$ cat src/rtl/chess_pkg.sv
`default_nettype none
// ============================================================================
// Module      : chess_pkg
// Description : Shared board constants, piece encoding and material values
//               for the material evaluator and its board-port arbiter.
// Contents    : SQUARES / ADDR_W / PIECE_W / SCORE_W / STARVE_LIMIT,
//               colour constants, piece_type_e, piece_t {color, ptype},
//               piece_value(), evaluator FSM state enum.
// Revision    : 1.0 - initial release
// ============================================================================
package chess_pkg;

  localparam int SQUARES      = 64;
  localparam int ADDR_W       = $clog2(SQUARES);
  localparam int PIECE_W      = 4;
  localparam int SCORE_W      = 16;
  localparam int STARVE_LIMIT = 4;

  localparam logic COLOR_WHITE = 1'b0;
  localparam logic COLOR_BLACK = 1'b1;

  typedef enum logic [2:0] {
    EMPTY   = 3'd0,
    PAWN    = 3'd1,
    KNIGHT  = 3'd2,
    BISHOP  = 3'd3,
    ROOK    = 3'd4,
    QUEEN   = 3'd5,
    KING    = 3'd6,
    INVALID = 3'd7
  } piece_type_e;

  typedef struct packed {
    logic        color;
    piece_type_e ptype;
  } piece_t;

  // King is scored 0: both sides always have one, so it never changes balance.
  function automatic logic [3:0] piece_value(input piece_type_e t);
    logic [3:0] v;
    v = 4'd0;
    case (t)
      PAWN:           v = 4'd1;
      KNIGHT, BISHOP: v = 4'd3;
      ROOK:           v = 4'd5;
      QUEEN:          v = 4'd10;
      default:        v = 4'd0;
    endcase
    return v;
  endfunction

  typedef enum logic [1:0] {
    ST_IDLE  = 2'd0,
    ST_SCAN  = 2'd1,
    ST_DRAIN = 2'd2,
    ST_DONE  = 2'd3
  } eval_state_e;

endpackage
`default_nettype wire

$ cat src/rtl/material_eval_seq_if.sv
`default_nettype none
// ============================================================================
// Module      : material_eval_seq_if
// Description : Bundle between the evaluator, the search controller, the
//               move generator and the board RAM.
// Modports    : slave  - evaluator side (start/ram_rdata/mg_req/mg_addr in;
//                        busy/done/score/ram_rd_en/ram_addr/mg_gnt/mg_rvalid out)
//               master - environment side (mirror of slave)
// Revision    : 1.0 - initial release
// ============================================================================
interface material_eval_seq_if #(
  parameter int PIECE_W = chess_pkg::PIECE_W,
  parameter int SCORE_W = chess_pkg::SCORE_W,
  parameter int ADDR_W  = chess_pkg::ADDR_W
);
  logic                      start;
  logic                      busy;
  logic                      done;
  logic signed [SCORE_W-1:0] score;
  logic                      ram_rd_en;
  logic [ADDR_W-1:0]         ram_addr;
  logic [PIECE_W-1:0]        ram_rdata;
  logic                      mg_req;
  logic [ADDR_W-1:0]         mg_addr;
  logic                      mg_gnt;
  logic                      mg_rvalid;

  modport slave (
    input  start, ram_rdata, mg_req, mg_addr,
    output busy, done, score, ram_rd_en, ram_addr, mg_gnt, mg_rvalid
  );

  modport master (
    output start, ram_rdata, mg_req, mg_addr,
    input  busy, done, score, ram_rd_en, ram_addr, mg_gnt, mg_rvalid
  );
endinterface
`default_nettype wire

$ cat src/rtl/board_port_arb.sv
`default_nettype none
// ============================================================================
// Module      : board_port_arb
// Description : Two-requester arbiter for the single board-RAM read port.
//               Move generator has priority; the evaluator wins when the
//               generator is idle or after STARVE_LIMIT consecutive denials.
// Ports       : clk, rst; eval_req/eval_addr, mg_req/mg_addr in;
//               ram_rd_en/ram_addr, mg_gnt/mg_rvalid, eval_gnt/eval_rvalid out
// Revision    : 1.0 - initial release
// ============================================================================
module board_port_arb #(
  parameter int ADDR_W       = 6,
  parameter int STARVE_LIMIT = 4
) (
  input  wire logic              clk,
  input  wire logic              rst,
  input  wire logic              eval_req,
  input  wire logic [ADDR_W-1:0] eval_addr,
  input  wire logic              mg_req,
  input  wire logic [ADDR_W-1:0] mg_addr,
  output logic                   ram_rd_en,
  output logic [ADDR_W-1:0]      ram_addr,
  output logic                   mg_gnt,
  output logic                   mg_rvalid,
  output logic                   eval_gnt,
  output logic                   eval_rvalid
);

  localparam int c_cnt_w = $clog2(STARVE_LIMIT + 1);

  logic [c_cnt_w-1:0] r_starve;
  logic               r_rd_vld;
  logic               r_owner_eval;

  // eval_req is only raised while scanning, so outside a scan mg_gnt == mg_req.
  always_comb begin
    eval_gnt    = eval_req && (!mg_req || (r_starve == c_cnt_w'(STARVE_LIMIT)));
    mg_gnt      = mg_req && !eval_gnt;
    ram_rd_en   = eval_gnt || mg_gnt;
    ram_addr    = eval_gnt ? eval_addr : mg_addr;
    mg_rvalid   = r_rd_vld && !r_owner_eval;
    eval_rvalid = r_rd_vld && r_owner_eval;
  end

  // Owner tag travels with the read so the returning data can be steered.
  always_ff @(posedge clk) begin
    if (rst) begin
      r_starve     <= '0;
      r_rd_vld     <= 1'b0;
      r_owner_eval <= 1'b0;
    end else begin
      r_rd_vld     <= ram_rd_en;
      r_owner_eval <= eval_gnt;
      if (eval_gnt) begin
        r_starve <= '0;
      end else if (eval_req && mg_req) begin
        r_starve <= r_starve + c_cnt_w'(1);
      end
    end
  end

endmodule
`default_nettype wire

$ cat src/rtl/material_eval_seq.sv
`default_nettype none
// ============================================================================
// Module      : material_eval_seq
// Description : Sequenced material evaluator. On start, reads all squares of
//               the board RAM (sharing the port with the move generator) and
//               accumulates white-minus-black material into a signed score.
// Ports       : clk, rst (sync, active-high);
//               bus (material_eval_seq_if.slave): start/busy/done/score,
//               ram_rd_en/ram_addr/ram_rdata, mg_req/mg_addr/mg_gnt/mg_rvalid
// Revision    : 1.0 - initial release
// ============================================================================
module material_eval_seq
  import chess_pkg::*;
#(
  parameter int SQUARES      = chess_pkg::SQUARES,
  parameter int SCORE_W      = chess_pkg::SCORE_W,
  parameter int STARVE_LIMIT = chess_pkg::STARVE_LIMIT
) (
  input  wire logic          clk,
  input  wire logic          rst,
  material_eval_seq_if.slave bus
);

  localparam int c_addr_w = $clog2(SQUARES);
  localparam logic [c_addr_w-1:0] c_last_sq = c_addr_w'(SQUARES - 1);

  eval_state_e               r_state;
  eval_state_e               w_state_next;
  logic [c_addr_w-1:0]       r_idx;
  logic signed [SCORE_W-1:0] r_acc;
  logic signed [SCORE_W-1:0] r_score;
  logic signed [SCORE_W-1:0] w_acc_next;
  logic signed [SCORE_W-1:0] w_val_ext;
  piece_t                    w_piece;
  logic                      w_eval_req;
  logic                      w_eval_gnt;
  logic                      w_eval_rvalid;
  logic                      w_busy;
  logic                      w_done;

  board_port_arb #(
    .ADDR_W       (c_addr_w),
    .STARVE_LIMIT (STARVE_LIMIT)
  ) u_arb (
    .clk         (clk),
    .rst         (rst),
    .eval_req    (w_eval_req),
    .eval_addr   (r_idx),
    .mg_req      (bus.mg_req),
    .mg_addr     (bus.mg_addr),
    .ram_rd_en   (bus.ram_rd_en),
    .ram_addr    (bus.ram_addr),
    .mg_gnt      (bus.mg_gnt),
    .mg_rvalid   (bus.mg_rvalid),
    .eval_gnt    (w_eval_gnt),
    .eval_rvalid (w_eval_rvalid)
  );

  always_ff @(posedge clk) begin
    if (rst) begin
      r_state <= ST_IDLE;
    end else begin
      r_state <= w_state_next;
    end
  end

  always_comb begin
    w_state_next = r_state;
    w_eval_req   = 1'b0;
    w_done       = 1'b0;
    w_busy       = 1'b1;
    case (r_state)
      ST_IDLE: begin
        w_busy = 1'b0;
        if (bus.start) begin
          w_state_next = ST_SCAN;
        end
      end
      ST_SCAN: begin
        w_eval_req = 1'b1;
        if (w_eval_gnt && (r_idx == c_last_sq)) begin
          w_state_next = ST_DRAIN;
        end
      end
      ST_DRAIN: begin
        if (w_eval_rvalid) begin
          w_state_next = ST_DONE;
        end
      end
      ST_DONE: begin
        w_done       = 1'b1;
        w_state_next = ST_IDLE;
      end
      default: begin
        w_state_next = ST_IDLE;
      end
    endcase
  end

  // Piece value is zero-extended, then added or subtracted by colour.
  always_comb begin
    w_piece    = piece_t'(bus.ram_rdata);
    w_val_ext  = $signed({{(SCORE_W-4){1'b0}}, piece_value(w_piece.ptype)});
    w_acc_next = r_acc;
    case (w_piece.color)
      COLOR_WHITE: w_acc_next = r_acc + w_val_ext;
      COLOR_BLACK: w_acc_next = r_acc - w_val_ext;
      default:     w_acc_next = r_acc;
    endcase
  end

  // score is loaded with the final sum on entry to DONE so it is already
  // valid while done is high.
  always_ff @(posedge clk) begin
    if (rst) begin
      r_idx   <= '0;
      r_acc   <= '0;
      r_score <= '0;
    end else begin
      if ((r_state == ST_IDLE) && bus.start) begin
        r_idx <= '0;
        r_acc <= '0;
      end
      if (w_eval_gnt) begin
        r_idx <= r_idx + c_addr_w'(1);
      end
      if (w_eval_rvalid) begin
        r_acc <= w_acc_next;
      end
      if ((r_state == ST_DRAIN) && (w_state_next == ST_DONE)) begin
        r_score <= w_acc_next;
      end
    end
  end

  assign bus.busy  = w_busy;
  assign bus.done  = w_done;
  assign bus.score = r_score;

endmodule
`default_nettype wire

$ cat src/flat_wrapper.sv
// flat-port wrapper written by rule: the top's interface ports become plain ports
module material_eval_seq_flat import chess_pkg::*;
#(
  parameter int SQUARES      = chess_pkg::SQUARES,
  parameter int SCORE_W      = chess_pkg::SCORE_W,
  parameter int STARVE_LIMIT = chess_pkg::STARVE_LIMIT
)
  (clk, rst, bus_start, bus_ram_rdata, bus_mg_req, bus_mg_addr, bus_busy, bus_done, bus_score, bus_ram_rd_en, bus_ram_addr, bus_mg_gnt, bus_mg_rvalid);
  material_eval_seq_if #(.SCORE_W(SCORE_W)) bus_i ();
  input  wire logic clk;
  input  wire logic rst;
  input wire logic [$bits(bus_i.start)-1:0] bus_start;
  input wire logic [$bits(bus_i.ram_rdata)-1:0] bus_ram_rdata;
  input wire logic [$bits(bus_i.mg_req)-1:0] bus_mg_req;
  input wire logic [$bits(bus_i.mg_addr)-1:0] bus_mg_addr;
  output wire logic [$bits(bus_i.busy)-1:0] bus_busy;
  output wire logic [$bits(bus_i.done)-1:0] bus_done;
  output wire logic [$bits(bus_i.score)-1:0] bus_score;
  output wire logic [$bits(bus_i.ram_rd_en)-1:0] bus_ram_rd_en;
  output wire logic [$bits(bus_i.ram_addr)-1:0] bus_ram_addr;
  output wire logic [$bits(bus_i.mg_gnt)-1:0] bus_mg_gnt;
  output wire logic [$bits(bus_i.mg_rvalid)-1:0] bus_mg_rvalid;
  assign bus_i.start = bus_start;
  assign bus_i.ram_rdata = bus_ram_rdata;
  assign bus_i.mg_req = bus_mg_req;
  assign bus_i.mg_addr = bus_mg_addr;
  assign bus_busy = bus_i.busy;
  assign bus_done = bus_i.done;
  assign bus_score = bus_i.score;
  assign bus_ram_rd_en = bus_i.ram_rd_en;
  assign bus_ram_addr = bus_i.ram_addr;
  assign bus_mg_gnt = bus_i.mg_gnt;
  assign bus_mg_rvalid = bus_i.mg_rvalid;
  material_eval_seq #(.SQUARES(SQUARES), .SCORE_W(SCORE_W), .STARVE_LIMIT(STARVE_LIMIT)) u_core (.clk(clk), .rst(rst), .bus(bus_i));
endmodule
$ cat config.mk
export PLATFORM = sky130hd
export DESIGN_NAME = material_eval_seq_flat
export DESIGN_NICKNAME = d
export VERILOG_FILES = /design/src/rtl/chess_pkg.sv /design/src/rtl/material_eval_seq_if.sv /design/src/rtl/board_port_arb.sv /design/src/rtl/material_eval_seq.sv /design/src/flat_wrapper.sv
export SDC_FILE = /design/constraint.sdc
export NUM_CORES = 1
export LEC_CHECK = 0
export ABC_AREA = 1
export CORE_MARGIN = 1
export CORE_UTILIZATION = 45
export DETAILED_ROUTE_END_ITERATION = 8
export HOLD_SLACK_MARGIN = 0.15
export PLACE_DENSITY = 0.68
export SETUP_SLACK_MARGIN = 0.2
export SLEW_MARGIN = 5
export SYNTH_ARGS = -nofsm -noshare
export SYNTH_HDL_FRONTEND = slang
export SYNTH_SLANG_ARGS = --single-unit
$ cat constraint.sdc
create_clock -name clk -period 3.32 [get_ports clk]
set_input_delay 0.498 -clock clk [delete_from_list [all_inputs] [get_ports clk]]
set_output_delay 0.498 -clock clk [all_outputs]
set_load 0.03 [all_outputs]
==> results of run 1 <==
## cell usage in the layout, fill, tap and decap left out, drive strengths merged
| cell type | synthesis | final |
|---|---|---|
| clkinvlp | 0 | 1 |
| inv | 80 | 81 |
| o221ai | 1 | 1 |
| xnor2 | 2 | 2 |
| ha | 20 | 20 |
| clkinv | 1 | 2 |
| fa | 1 | 1 |
| dlymetal6s2s | 0 | 1 |
| clkbuf | 3 | 5 |
| nand3 | 21 | 21 |
| a21o | 1 | 1 |
| xor2 | 6 | 6 |
| nand2 | 171 | 171 |
| clkdlybuf4s50 | 0 | 39 |
| a32o | 1 | 1 |
| or2 | 1 | 1 |
| a21oi | 42 | 42 |
| dfxtp | 45 | 45 |
| nor2 | 39 | 39 |
| a221oi | 2 | 2 |
| and2 | 1 | 1 |
| nand4 | 3 | 3 |
| o21ai | 17 | 17 |
| buf | 7 | 10 |
| a211oi | 1 | 1 |
| nor3 | 5 | 5 |
## worst max path at each step
stage / from / end / slack [ns] / cells past startpoint
3_3_place_gp: bus_ram_rdata[2] / u_core.bus.score[12] / 0.04 / 18
6_report: bus_ram_rdata[0] / u_core.r_acc[8] / 0.33 / 16
3_5_place_dp: bus_ram_rdata[2] / u_core.bus.score[12] / -0.03 / 18
2_1_floorplan: bus_ram_rdata[2] / u_core.bus.score[12] / 0.66 / 17
5_1_grt: bus_ram_rdata[0] / u_core.r_acc[8] / 0.15 / 16
4_1_cts: bus_ram_rdata[2] / u_core.bus.score[12] / 0.26 / 18
## stage by stage
| step | TNS, ns | instances | instance area (sq um) | hold WS, ns | utilization |
|---|---|---|---|---|---|
| 2_1_floorplan | 0 | 471 | 3000 | 0.436 | - |
| 3_3_place_gp | 0 | 588 | 3510 | 0.449 | 0.549 |
| 3_5_place_dp | -0.0491 | 588 | 3510 | 0.454 | 0.549 |
| 4_1_cts | 0 | 596 | 3600 | 0.469 | 0.563 |
| 5_1_grt | 0 | 596 | 3640 | 0.492 | 0.569 |
| 6_report | 0 | 596 | 3640 | 0.465 | 0.569 |
## where the power goes
part	total, uW	leakage (uW)	switching, uW	internal, uW
registers	551	0.000364	4.99	546
clock network	348	0.0000445	198	150
logic	284	0.00132	178	106
total	1180	0.00173	381	801
## metal layers
metal | wire, um | vias to the layer above | share of wire
li1 | - | 1553 | -
met1 | 3320 | 1316 | 0.47
met2 | 3440 | 49 | 0.49
met3 | 258 | 4 | 0.037
met4 | 51 | 0 | 0.0072
met5 | 0 | - | 0
## logic make-up after synthesis
kind of cell             Yosys count  synth area share
AO/OA/AOI/OAI                     65             0.122
adder cells (fa/ha/maj)           21            0.0902
AND/OR/NAND/NOR                  241             0.340
buffers and inverters             91             0.122
XOR/XNOR                           8            0.0259
flip-flops                        45             0.301
## worst reg2reg max path: stages, from the launching register on
cell and delay [ns]:
dfxtp_1 0.34, inv_1 0.05, ha_1 0.22, fa_2 0.34, inv_1 0.08, nand3_1 0.08, nand3_2 0.12, a21oi_1 0.09
xnor2_1 0.21, nand2_1 0.07, a21oi_1 0.12
## sequential cells by signal, indices dropped and copies added (netlist names)
register / count
u_core.u_arb.r_owner_eval: 1
u_core.u_arb.r_rd_vld: 1
u_core.r_idx: 6
u_core.r_state: 2
u_core.r_acc: 16
u_core.u_arb.r_starve: 3
u_core.bus.score: 16
## cell type report
| type | count | area, sq um | share of cell area |
|---|---|---|---|
| clock buffer | 5 | 68.8 | 0.0189 |
| clock inverter | 3 | 21.3 | 0.00585 |
| tap | 77 | 96.3 | 0.0265 |
| multi-input combinational | 335 | 1770 | 0.486 |
| inverter | 81 | 304 | 0.0836 |
| sequential | 45 | 901 | 0.248 |
| timing repair buffer | 50 | 478 | 0.131 |
==> impl_metrics.json, run 1 <==
{
  "fmax_ghz": 0.335,
  "setup_viol": 0,
  "fillCellCount": 626,
  "portBuffers": 40,
  "hp-start": "u_core.bus.score[2]",
  "yosys_warnings": 0,
  "gp_congestion": 0.831,
  "num_io_pins": 41,
  "wl_um": 7070,
  "nets": 553,
  "critPathLaunchType": "input pin",
  "gr-total-overflow": 0,
  "crit_family": "simple AND/OR/NAND/NOR gates",
  "final.setup.worst_slack_ns": 0.335,
  "synth-main-ff-cell": "dfxtp_1",
  "cp_max_fo": 4,
  "p_per_area_nw_per_um2": 325,
  "synth_nets": 506,
  "grt_pass1_wl_um": 12000,
  "die-width_um": 83.6,
  "rrSetupSlack_ns": 1.53,
  "r2r_end": "u_core.r_acc[8]",
  "synth_area_sq_um": 3000,
  "synth_top_cell_area_share": 0.301,
  "grtUsageTotal": 0.208,
  "slew_viol_final": 0,
  "grt_setup_unrepaired": "no",
  "synthDistinctLibCells": 34,
  "cp.required_ns": 3.54,
  "r2r_start": "u_core.r_acc[0]",
  "vias": 2922,
  "leakagePower_uw": 0.00173,
  "clk_pin_slew_ns": 0.10,
  "slowest_delay_ns": 0.57,
  "min_to": "u_core.bus.score[2]",
  "worstPathArrival_ns": 3.21,
  "path_cells": "clkdlybuf4s50_1 -> nand3_1 -> nand2_1 -> inv_1 -> ha_1 -> or2_2 -> o21ai_2 -> inv_1 -> fa_2 -> inv_1 -> nand3_1 -> nand3_2 -> a21oi_1 -> xnor2_1 -> nand2_1 -> a21oi_1",
  "cts_tree": "done",
  "period_needed_ns": 2.99,
  "postCtsSetupRepairBufs": 0,
  "synthTopCellsByArea": "dfxtp_1 (30%), nand2_1 (20%), inv_1 (9.1%), ha_1 (8.4%), a21oi_1 (6.2%)",
  "top_usage_layer": "met2",
  "crit_path_top_delay_cell": "clkdlybuf4s50_1",
  "cts_resized": 0,
  "peakVddDrop_mv": 0.223,
  "crit_type": "input pin to flip-flop",
  "drc": 0,
  "relSlewSlack": 0.491,
  "antenna_cells": 0,
  "ant_nets": 0,
  "worst_pin_slew_ns": 0.764,
  "fin_crit_sh": 0.899,
  "postSynth.asyncResetShare": 0,
  "numCtsBuffers": 5,
  "drtIter0Drc": 81,
  "place_hpwl_um": 5590,
  "crit_top_cell": "inv_1",
  "drtPass1Iterations": 4,
  "cp-end-kind": "flip-flop",
  "holdBufCountCts": 0,
  "worst-path-buf-inv": 4,
  "use_met1": 0.264,
  "maxCapViolations": 0,
  "die_h_um": 83.6,
  "post_synth_inst_count": 471,
  "cts_root_buffer": "clkbuf_8",
  "initial_core_util": 0.469,
  "grt_pass1_vias": 2777,
  "clock_skew_ns": 0.0122,
  "place_ws_ns": -0.0298,
  "outcome": "complete, no violations",
  "avgRoutedWirePerCell_um": 11.9,
  "power_uw": 1180,
  "finalHoldViolations": 0,
  "rows": 29,
  "reg2reg_depth": 10,
  "final_layout_size_suffix_gt1_frac": 0.118,
  "cts.sinks": 45,
  "synth_common_cells": "nand2_1 (157), inv_1 (73), dfxtp_1 (45), a21oi_1 (37), nor2_1 (36)",
  "cts_max_level": 2,
  "clock_latency_ns": 0.30,
  "syn_to_final_growth_pct": 21.4,
  "hold_class": "flip-flop to flip-flop",
  "routed_via_density": 4.90,
  "synth_area_per_cell_sq_um": 6.36,
  "cts_max_path_buffers": 2,
  "dieArea_sq_um": 6990,
  "synth_edf_count": 0,
  "use_met3": 0.0336,
  "worstHoldPathCells": 2,
  "antenna_found_initial": 0,
  "yosysMostFrequentCell": "nand2_1",
  "synth_seq_area_share": 0.301,
  "yosys_register_bits": 45,
  "yosys.area.top_type": "dfxtp_1",
  "gr-usage-met2": 0.368,
  "coreArea_sq_um": 6390,
  "grt_max_degree": 19
}
Note: power is estimated with default switching activity, not from simulation.
==> inputs of run 2 (changes only) <==
CELL_PAD_IN_SITES_DETAIL_PLACEMENT = 1   (was default)
CELL_PAD_IN_SITES_GLOBAL_PLACEMENT = 2   (was default)
CORE_UTILIZATION = 30   (was 45)
HOLD_SLACK_MARGIN = default   (was 0.15)
PLACE_DENSITY = 0.82   (was 0.68)
==> impl_metrics.json, run 2 (synthesis results as in run 1) <==
{
  "outcome": "complete, no violations",
  "power_uw": 1210,
  "antenna_cells": 0,
  "slew_viol_final": 0,
  "cts.sinks": 45,
  "coreArea_sq_um": 9730,
  "clock_latency_ns": 0.31,
  "holdBufCountCts": 0,
  "rows": 36,
  "antenna_found_initial": 0,
  "wl_met1_um": 3920,
  "drtPass1Iterations": 4,
  "drc": 0,
  "initial_core_util": 0.308,
  "setup_viol": 0,
  "wl_met3_um": 222,
  "die_h_um": 102,
  "numCtsBuffers": 5,
  "avgRoutedWirePerCell_um": 12.7,
  "clk_pin_slew_ns": 0.09,
  "portBuffers": 40,
  "cp-end-kind": "flip-flop",
  "final_common_cell": "nand2_1",
  "p_per_area_nw_per_um2": 321,
  "fin_crit_sh": 0.875,
  "cp.required_ns": 3.53,
  "cts_max_level": 2,
  "grt_pass1_wl_um": 14000,
  "p_clk_frac": 0.296,
  "stdcell_area_sq_um": 3770,
  "wl_um": 8330,
  "finalHoldViolations": 0,
  "worst_pin_slew_ns": 0.917,
  "p_sw_frac": 0.330,
  "final_layout_size_suffix_gt1_frac": 0.138,
  "cts_max_path_buffers": 2,
  "gr-total-overflow": 0,
  "maxCapViolations": 0,
  "fmax_ghz": 0.344,
  "grt_max_degree": 36,
  "grtUsageTotal": 0.172,
  "final_core_util": 0.387,
  "vias": 2983,
  "drtIter0Drc": 45,
  "cp_max_fo": 5,
  "grt_pass1_vias": 3046,
  "relSlewSlack": 0.388,
  "hold_class": "flip-flop to flip-flop",
  "critPathLaunchType": "input pin",
  "worstPathArrival_ns": 3.11,
  "pwr-share-seq": 0.456,
  "cts_tree": "done",
  "grt_setup_unrepaired": "no",
  "leakagePower_uw": 0.00175,
  "peakVddDrop_mv": 0.134,
  "routed.top_layer": "met4",
  "nets": 557,
  "p_switching_uw": 399,
  "ant_nets": 0,
  "num_io_pins": 41,
  "p_comb_frac": 0.248,
  "crit_type": "input pin to flip-flop",
  "place_area_sq_um": 3600,
  "final.setup.worst_slack_ns": 0.415,
  "gp_congestion": 0.773,
  "timing.hold.ws_ns": 0.473,
  "dieArea_sq_um": 10400,
  "internal-power_uw": 810,
  "period_needed_ns": 2.90,
  "die-width_um": 102,
  "route.met2.wl_um": 4110,
  "final_cell_mix": "nand2_1 (154), inv_1 (70), dfxtp_1 (45), clkdlybuf4s50_1 (38), a21oi_1 (36)",
  "place_ws_ns": -0.159,
  "routed_via_density": 4.55,
  "clock_skew_ns": 0.0117,
  "cts_root_buffer": "clkbuf_8",
  "place_hpwl_um": 6660,
  "syn_to_final_growth_pct": 25.8
}
## run 2: changes by cell type in the layout (fill, tap and decap cells not counted), moves of 2 or more
cell,delta
nor2_1,-2
ha_1,-3
inv_1,-2
buf_4,+4
nand2_1,-2
nand2_2,+2
nor2_2,+2
inv_2,+2
ha_4,+2
## run 2: path summary, 6_finish.rpt
kind	from	end	slack, ns	cells past startpoint
hold reg to reg	u_core.r_idx[5]	u_core.r_idx[5]	0.47	1
hold / removal	u_core.r_idx[5]	u_core.r_idx[5]	0.47	1
setup reg to reg	u_core.r_acc[0]	u_core.r_acc[8]	1.45	10
setup / recovery	bus_ram_rdata[2]	u_core.bus.score[13]	0.42	19
## run 2: per-stage QoR
step                      std cells  TNS (ns)
after floorplan                 471         0
after global placement          647   -0.0122
after detailed placement        647    -0.719
after CTS                       655         0
after global routing            656         0
final                           656         0
## run 2: final cells by class
class | instances | area [sq um]
inverters | 81 | 304
fillers | 1298 | 5960
clock buffers | 5 | 68.8
clock inverters | 3 | 21.3
multi-input cells | 335 | 1800
flip-flops and latches | 45 | 901
repair buffers | 54 | 510
well taps | 133 | 166
## run 2: timing repair
item | CTS | global route
buffers inserted | 0 | 1
pin swaps | 1 | 1
endpoints found under the setup margin | 3 | 20
resized for setup | 2 | 22
## run 2: power groups by stage
stage	clock [uW]	combinational, uW	sequential [uW]
2_1_floorplan	0	190	562
3_3_place_gp	0	286	563
3_5_place_dp	0	291	564
4_1_cts	369	294	551
5_1_grt	395	337	552
6_report	358	300	551
## run 2: critical path: stages
cell,delay [ns]
clkdlybuf4s50_1,0.43
inv_2,0.12
nand2_2,0.07
buf_4,0.15
nand2_1,0.07
nor2_1,0.05
ha_1,0.27
o21ai_1,0.14
ha_2,0.33
nand2_2,0.08
clkinv_1,0.07
a21oi_1,0.14
nand2_1,0.14
nand2_1,0.13
nand3_1,0.10
nand2_1,0.14
nand2_1,0.07
nand2_1,0.06
inv_1,0.03
## run 2: routing by layer
metal  track usage  up-vias
li1              -     1556
met1         0.205     1388
met2         0.328       32
met3        0.0219        7
met4        0.0363        0
met5             0        -
==> inputs of run 3 (changes only) <==
SETUP_SLACK_MARGIN = 0.02   (was 0.2)
SLEW_MARGIN = 0   (was 5)
==> impl_metrics.json, run 3 (synthesis results as in run 1) <==
{
  "timing.hold.ws_ns": 0.473,
  "outcome": "complete, no violations",
  "coreArea_sq_um": 9730,
  "slowest_delay_ns": 0.49,
  "p_per_area_nw_per_um2": 324,
  "drtPass1Iterations": 4,
  "rrSetupSlack_ns": 1.42,
  "place_area_sq_um": 3600,
  "crit_type": "input pin to flip-flop",
  "crit_top_cell": "inv_1",
  "clock_skew_ns": 0.0101,
  "num_io_pins": 41,
  "drtIter0Drc": 41,
  "grt_setup_unrepaired": "no",
  "postCtsSetupRepairBufs": 0,
  "period_needed_ns": 3.06,
  "peakVddDrop_mv": 0.134,
  "hold_class": "flip-flop to flip-flop",
  "portBuffers": 40,
  "cts_max_path_buffers": 2,
  "cp-end-kind": "flip-flop",
  "wl_um": 8310,
  "leakagePower_uw": 0.00173,
  "rows": 36,
  "cts.sinks": 45,
  "fmax_ghz": 0.327,
  "critPathLaunchType": "input pin",
  "numCtsBuffers": 5,
  "final_cell_mix": "nand2_1 (157), inv_1 (73), dfxtp_1 (45), clkdlybuf4s50_1 (40), a21oi_1 (37)",
  "holdBufCountCts": 0,
  "gr-total-overflow": 0,
  "grt_pass1_vias": 3041,
  "syn_to_final_growth_pct": 23.6,
  "grt_max_degree": 36,
  "slew_viol_final": 0,
  "worstPathArrival_ns": 3.29,
  "drc": 0,
  "cts_tree": "done",
  "r2r_start": "u_core.r_acc[0]",
  "clock_latency_ns": 0.31,
  "maxCapViolations": 0,
  "reg2reg_depth": 10,
  "cts_root_buffer": "clkbuf_8",
  "cp_max_fo": 5,
  "nets": 556,
  "final_common_cell": "nand2_1",
  "power_uw": 1200,
  "fin_crit_sh": 0.922,
  "fillCellCount": 1304,
  "initial_core_util": 0.308,
  "hp-start": "u_core.bus.score[0]",
  "place_ws_ns": -0.159,
  "die-width_um": 102,
  "cts_max_level": 2,
  "grt_pass1_wl_um": 13900,
  "setup_viol": 0,
  "place_hpwl_um": 6660,
  "gp_congestion": 0.773,
  "final.setup.worst_slack_ns": 0.258,
  "avgRoutedWirePerCell_um": 12.7,
  "antenna_found_initial": 0,
  "cp.required_ns": 3.55,
  "finalHoldViolations": 0,
  "worstHoldPathCells": 2,
  "stdcell_area_sq_um": 3700,
  "min_to": "u_core.bus.score[0]",
  "path_cells": "clkdlybuf4s50_1 -> inv_1 -> nand3_1 -> nand2_1 -> inv_1 -> ha_1 -> or2_2 -> o21ai_0 -> inv_1 -> fa_1 -> inv_1 -> nand3_1 -> nand3_2 -> a21oi_1 -> xnor2_1 -> nand2_1 -> a21oi_1",
  "final_layout_size_suffix_gt1_frac": 0.111,
  "worst_pin_slew_ns": 0.907,
  "antenna_cells": 0,
  "grtUsageTotal": 0.172,
  "ant_nets": 0,
  "clk_pin_slew_ns": 0.10,
  "routed_via_density": 4.55,
  "relSlewSlack": 0.395,
  "crit_path_top_delay_cell": "clkdlybuf4s50_1",
  "r2r_end": "u_core.r_acc[8]",
  "die_h_um": 102,
  "dieArea_sq_um": 10400,
  "vias": 2978
}
-- run 3: where the power goes --
part           switching [uW]  internal, uW
combinational             181           109
sequential               5.17           546
clock                     210           150
total                     397           804
-- run 3: how the worst max path moves through the flow --
stage / startpoint / end / slack, ns / cells after the start
floorplan: bus_ram_rdata[2] / u_core.bus.score[12] / 0.66 / 17
global placement: bus_ram_rdata[2] / u_core.bus.score[12] / -0.01 / 18
detailed placement: bus_ram_rdata[2] / u_core.r_acc[8] / -0.16 / 16
CTS: bus_ram_rdata[2] / u_core.r_acc[8] / 0.16 / 16
global route: bus_ram_rdata[2] / u_core.bus.score[15] / 0.02 / 20
finish: bus_ram_rdata[1] / u_core.r_acc[8] / 0.26 / 17
-- run 3: metrics by stage --
| stage | setup TNS (ns) | std cells | util |
|---|---|---|---|
| finish | 0 | 655 | 0.381 |
| global route | 0 | 655 | 0.381 |
| CTS | 0 | 655 | 0.379 |
| detailed placement | -0.719 | 647 | 0.370 |
| global placement | -0.0122 | 647 | 0.370 |
| floorplan | 0 | 471 | - |
-- run 3: layout make-up --
| cell class | count | area [sq um] | share of cell area |
|---|---|---|---|
| Clock buffer | 5 | 68.8 | 0.0186 |
| Tap cell | 133 | 166 | 0.0449 |
| Inverter | 81 | 304 | 0.0821 |
| Sequential cell | 45 | 901 | 0.243 |
| Multi-Input combinational cell | 335 | 1740 | 0.471 |
| Clock inverter | 3 | 21.3 | 0.00575 |
| Timing Repair Buffer | 53 | 498 | 0.135 |
-- run 3: layer usage --
layer / vias to the layer above / wire (um) / global-route usage
li1: 1556 / - / -
met1: 1381 / 3920 / 0.205
met2: 34 / 4100 / 0.327
met3: 7 / 216 / 0.0219
met4: 0 / 68 / 0.0363
met5: - / 0 / 0
-- run 3: timing repair --
item / CTS / global route
endpoints found under the hold margin: 0 / 0
endpoints found under the setup margin: 0 / 5
gates resized for setup: 0 / 4
-- run 3: critical path: cells and delay by family --
| kind | cells | cell delay [ns] |
|---|---|---|
| xor gates and xnor gates | 1 | 0.22 |
| buffers and inverters | 5 | 0.83 |
| AOI/OAI and AO/OA | 3 | 0.33 |
| adders and majority gates | 2 | 0.70 |
| and+or+nand+nor | 6 | 0.71 |
==> RTL change 1, RTL diff (config.mk and constraints of run 3) <==
The 4 states of `eval_state_e` get a one-hot encoding in 4 bits.
--- a/src/rtl/chess_pkg.sv
+++ b/src/rtl/chess_pkg.sv
@@ -49,11 +49,11 @@
     return v;
   endfunction
 
-  typedef enum logic [1:0] {
-    ST_IDLE  = 2'd0,
-    ST_SCAN  = 2'd1,
-    ST_DRAIN = 2'd2,
-    ST_DONE  = 2'd3
+  typedef enum logic [3:0] {
+    ST_IDLE  = 4'b0001,
+    ST_SCAN  = 4'b0010,
+    ST_DRAIN = 4'b0100,
+    ST_DONE  = 4'b1000
   } eval_state_e;
 
 endpackage
Behaviour: no difference found for any inputs over 10 cycles, from zero or initial values and one cycle with rst high; not proved beyond that.
==> RTL change 1 against run 3 <==
Critical path type unchanged. Largest power group unchanged. Power increased by 5.6%. Synthesized area grew 3.1%. Routed wire length grew 6.4%. Largest cell class unchanged. Core utilization is 0.51 points higher. Worst setup slack got worse by 0.0096 ns. Highest routed layer unchanged. Sequential cell count is 2 higher. Synthesized cell count increased by 0.85%. Design area rose by 2.7%.
==> RTL change 1: results (changes against run 3) <==
netlist_top_cells_area: "dfxtp_1 (30%), nand2_1 (18%), inv_1 (10%), ha_1 (8.1%), a21oi_1 (5.8%)"
diodes: 0  # unchanged
outcome: "complete, no violations"
cts_max_path_buffers: 2  # unchanged
hold_class: "register to register"
async_flop_share_pct: 0  # unchanged
place_inst: 649  # +0.31%
cts_buffers: 5  # unchanged
reg2reg_slack_ns: 1.42  # about the same
drt-total-wl_um: 8840  # +6.4%
netlist_instances: 475  # +0.85%
crit_path_max_fanout: 5  # unchanged
syn_nets: 510  # +0.79%
grt_pass1_wl_um: 14600  # +5.0%
yosys_most_used_dff: "dfxtp_1"
ys_warn_count: 0  # unchanged
portBuffers: 40  # unchanged
synth_cell_types: 37  # +8.8%
wl_met1_um: 4330  # +10%
clock_skew_ns: 0.0153  # +0.00514 ns
antenna_found_initial: 0  # unchanged
slew_headroom_pct: 53.7  # +14 points
grt_use_total_pct: 17.7  # +0.50 points
drive_gt1_share_pct: 8.02  # -3.1 points
crit_arrival_ns: 3.30  # about the same
clkTransAtPathRegs_ns: 0.10  # about the same
grt_max_degree: 27  # -25%
powerClk_w: 0.000435  # +21%
wl_met3_um: 204  # -5.6%
nFillCells: 1260  # -3.4%
gp_congestion: 0.746  # -3.5%
p_leak_nw: 1.90  # +10%
ir_worst_vdd_mv: 0.233  # +74%
fin_nets: 558  # +0.36%
synthTopCellsByCount: "nand2_1 (152), inv_1 (84), dfxtp_1 (47), a21oi_1 (36), nand3_1 (27)"
clockRootBuffer: "clkbuf_8"
highest_layer: "met4"
detailed_place_hpwl_um: 6940  # +4.2%
first_pass_iters: 4  # unchanged
ys_seq_area_share_pct: 30.5  # +0.38 points
cts_max_level: 2  # unchanged
avgViaCountPerCell: 4.68  # +2.9%
combinationalPower_w: 0.000259  # -11%
drt_iter0_markers: 35  # -15%
sw_frac_of_total_pct: 29.9  # -3.1 points
vias: 3075  # +3.3%
wl_met2_um: 4270  # +4.2%
clk_latency_ns: 0.30
-- RTL change 1: cells by family (layout without fill, tap and decap cells) --
family / after synthesis / in the layout / synth area share [%]
simple gates: 225 / 225 / 31.5
buf+inv: 97 / 146 / 12.8
flops: 47 / 47 / 30.5
compound gates: 77 / 77 / 14.3
xor+xnor: 8 / 8 / 2.27
fa+ha+maj: 21 / 21 / 8.75
-- RTL change 1: cell type report --
type | count | area, um2 | area share [%]
Tap cell | 133 | 166 | 4.38
Multi-Input combinational cell | 331 | 1770 | 46.6
Inverter | 87 | 329 | 8.65
Sequential cell | 47 | 941 | 24.7
Clock buffer | 5 | 68.8 | 1.81
Timing Repair Buffer | 51 | 483 | 12.7
Clock inverter | 3 | 43.8 | 1.15
-- RTL change 1: metal layers --
| metal | global-route usage, % | vias to the layer above |
|---|---|---|
| met1 | 22.7 | 1457 |
| li1 | - | 1588 |
| met4 | 2.60 | 0 |
| met2 | 32.1 | 28 |
| met3 | 2.22 | 2 |
| met5 | 0 | - |
-- RTL change 1: through the flow --
step | power [W] | hold WS (ns) | area (um2) | setup WS, ns | util (%)
2_1_floorplan | 0.000750 | 0.439 | 3090 | 0.673 | -
3_5_place_dp | 0.000847 | 0.471 | 3670 | -0.0847 | 37.2
4_1_cts | 0.00129 | 0.485 | 3790 | 0.209 | 38.4
5_1_grt | 0.00134 | 0.510 | 3800 | -0.0000728 | 38.6
3_3_place_gp | 0.000842 | 0.451 | 3670 | 0.0326 | 37.2
6_report | 0.00127 | 0.481 | 3800 | 0.249 | 38.6
-- RTL change 1: worst max-delay path, cell delays in order --
cell,delay [ns]
clkdlybuf4s50_1,0.49
inv_1,0.11
nand3_1,0.10
nand2_1,0.10
inv_1,0.04
ha_1,0.27
or2_2,0.27
o21ai_0,0.11
inv_1,0.09
fa_1,0.41
inv_1,0.08
nand3_1,0.10
nand2_2,0.13
a21oi_1,0.08
xnor2_1,0.20
nand2_1,0.08
a21oi_1,0.14
-- RTL change 1: path summary, 6_finish.rpt --
kind / start / to / depth (start not counted)
setup / recovery: bus_ram_rdata[1] / u_core.r_acc[8]$_SDFFE_PP0P_ / 17
hold / removal: u_core.r_acc[9]$_SDFFE_PP0P_ / u_core.r_acc[9]$_SDFFE_PP0P_ / 2
setup reg to reg: u_core.r_acc[0]$_SDFFE_PP0P_ / u_core.r_acc[8]$_SDFFE_PP0P_ / 10
hold reg to reg: u_core.r_acc[9]$_SDFFE_PP0P_ / u_core.r_acc[9]$_SDFFE_PP0P_ / 2
-- RTL change 1: repair_timing --
item / 4_1_cts / 5_1_grt
endpoints found under the setup margin: 0 / 16
gates resized for setup: 0 / 5
hold buffers: 0 / 0
buffers inserted: 0 / 0
==> RTL change 2, RTL diff (config.mk and constraints of run 3) <==
Made on the original files. `STARVE_LIMIT` is set to 4 in 2 places; all go to 8.
--- a/src/rtl/chess_pkg.sv
+++ b/src/rtl/chess_pkg.sv
@@ -14,7 +14,7 @@
   localparam int ADDR_W       = $clog2(SQUARES);
   localparam int PIECE_W      = 4;
   localparam int SCORE_W      = 16;
-  localparam int STARVE_LIMIT = 4;
+  localparam int STARVE_LIMIT = 8;
 
   localparam logic COLOR_WHITE = 1'b0;
   localparam logic COLOR_BLACK = 1'b1;
--- a/src/rtl/board_port_arb.sv
+++ b/src/rtl/board_port_arb.sv
@@ -10,7 +10,7 @@
 // ============================================================================
 module board_port_arb #(
   parameter int ADDR_W       = 6,
-  parameter int STARVE_LIMIT = 4
+  parameter int STARVE_LIMIT = 8
 ) (
   input  wire logic              clk,
   input  wire logic              rst,
Check against the original RTL: not equivalent (Yosys sat finds a counterexample within 10 cycles, from zero or initial values and one cycle with rst high).
==> RTL change 2 against run 3 <==
Die area increased by 2.7%. Power rose by 6.2%. Worst setup slack improved by 0.018 ns. Synthesized cell count increased by 1.9%. Count of clock-buffer cells in the layout increased by 1. Design area is 2.1% higher. Worst hold slack got worse by 0.0039 ns. Sequential cell count is 1 higher. Clock skew down 0.0042 ns. Synthesized area increased by 2.8%. Via count decreased by 0.34%. Sequential share of layout area is essentially flat. Routed wire length is 2.5% higher. Critical endpoint is now u_core.bus.score[15]$_SDFFE_PP0P_. Largest cell class unchanged. Largest power group unchanged.
==> RTL change 2: results (changes against run 3) <==
hold_slack_ns: 0.469  # -0.00395 ns
wl_met1_um: 4090  # +4.3%
clock-sinks: 46  # +2.2%
met3_usage_pct: 2.69  # +0.50 points
avgViaCountPerCell: 4.48  # -1.4%
grt_use_total_pct: 16.7  # -0.43 points
power.net_switching_w: 0.000387  # -2.4%
netlist_top_cells_area: "dfxtp_1 (30%), nand2_1 (20%), inv_1 (9.5%), ha_1 (8.1%), a21oi_1 (6.3%)"
syn_nets: 515  # +1.8%
gr-usage-met2_pct: 29.1  # -3.6 points
grt_pass1_wl_um: 13800  # -0.80%
cp_top_family: "simple AND/OR/NAND/NOR gates"
signal_buffers: 50  # -5.7%
outcome: "complete, no violations"
crit_path_max_fanout: 4  # -1
pwr-share-seq_pct: 44.2  # -1.7 points
dp_worst_setup_slack_ns: -0.0548  # +0.104 ns
synthAdderAreaFrac_pct: 8.78  # -0.25 points
ir_worst_vdd_mv: 0.178  # +32%
num-clock-buffers: 6  # +1
first_pass_iters: 6  # +2
grt_pass1_vias: 2893  # -4.9%
place_area_um2: 3670  # +1.8%
synth_xor_area_share_pct: 3.09  # +0.50 points
synth_compound_area_share_pct: 11.7  # -0.54 points
hold_end: "u_core.r_acc[0]$_SDFFE_PP0P_"
drt-total-wl_um: 8520  # +2.5%
wl_met2_um: 4140  # +0.98%
synth_area_per_cell_um2: 6.42  # +0.87%
multi_input_cells: 339  # +1.2%
nonClkBufAreaFrac_pct: 12.6  # -0.87 points
fin_area_um2: 3780  # +2.1%
rr_endpoint: "u_core.bus.score[12]$_SDFFE_PP0P_"
nFillCells: 1275  # -2.2%
final-clk-cell-share_pct: 2.91  # +0.48 points
place_inst: 654  # +1.1%
[RTL change 2: changes by cell type after synthesis, sizes merged, moves of 2 or more]
cell / change
a21o: +2
a221oi: -2
inv: +5
nand2: +5
o21ai: -2
[RTL change 2: worst max-delay path by stage]
stage | from | slack, ns | cells after the start | end
2_1_floorplan | bus_ram_rdata[2] | 0.78 | 21 | u_core.bus.score[15]$_SDFFE_PP0P_
3_3_place_gp | bus_ram_rdata[0] | 0.07 | 20 | u_core.bus.score[15]$_SDFFE_PP0P_
3_5_place_dp | bus_ram_rdata[2] | -0.05 | 22 | u_core.bus.score[15]$_SDFFE_PP0P_
4_1_cts | bus_ram_rdata[2] | 0.24 | 22 | u_core.bus.score[15]$_SDFFE_PP0P_
5_1_grt | bus_ram_rdata[1] | 0.02 | 21 | u_core.bus.score[15]$_SDFFE_PP0P_
6_report | bus_ram_rdata[2] | 0.28 | 22 | u_core.bus.score[15]$_SDFFE_PP0P_
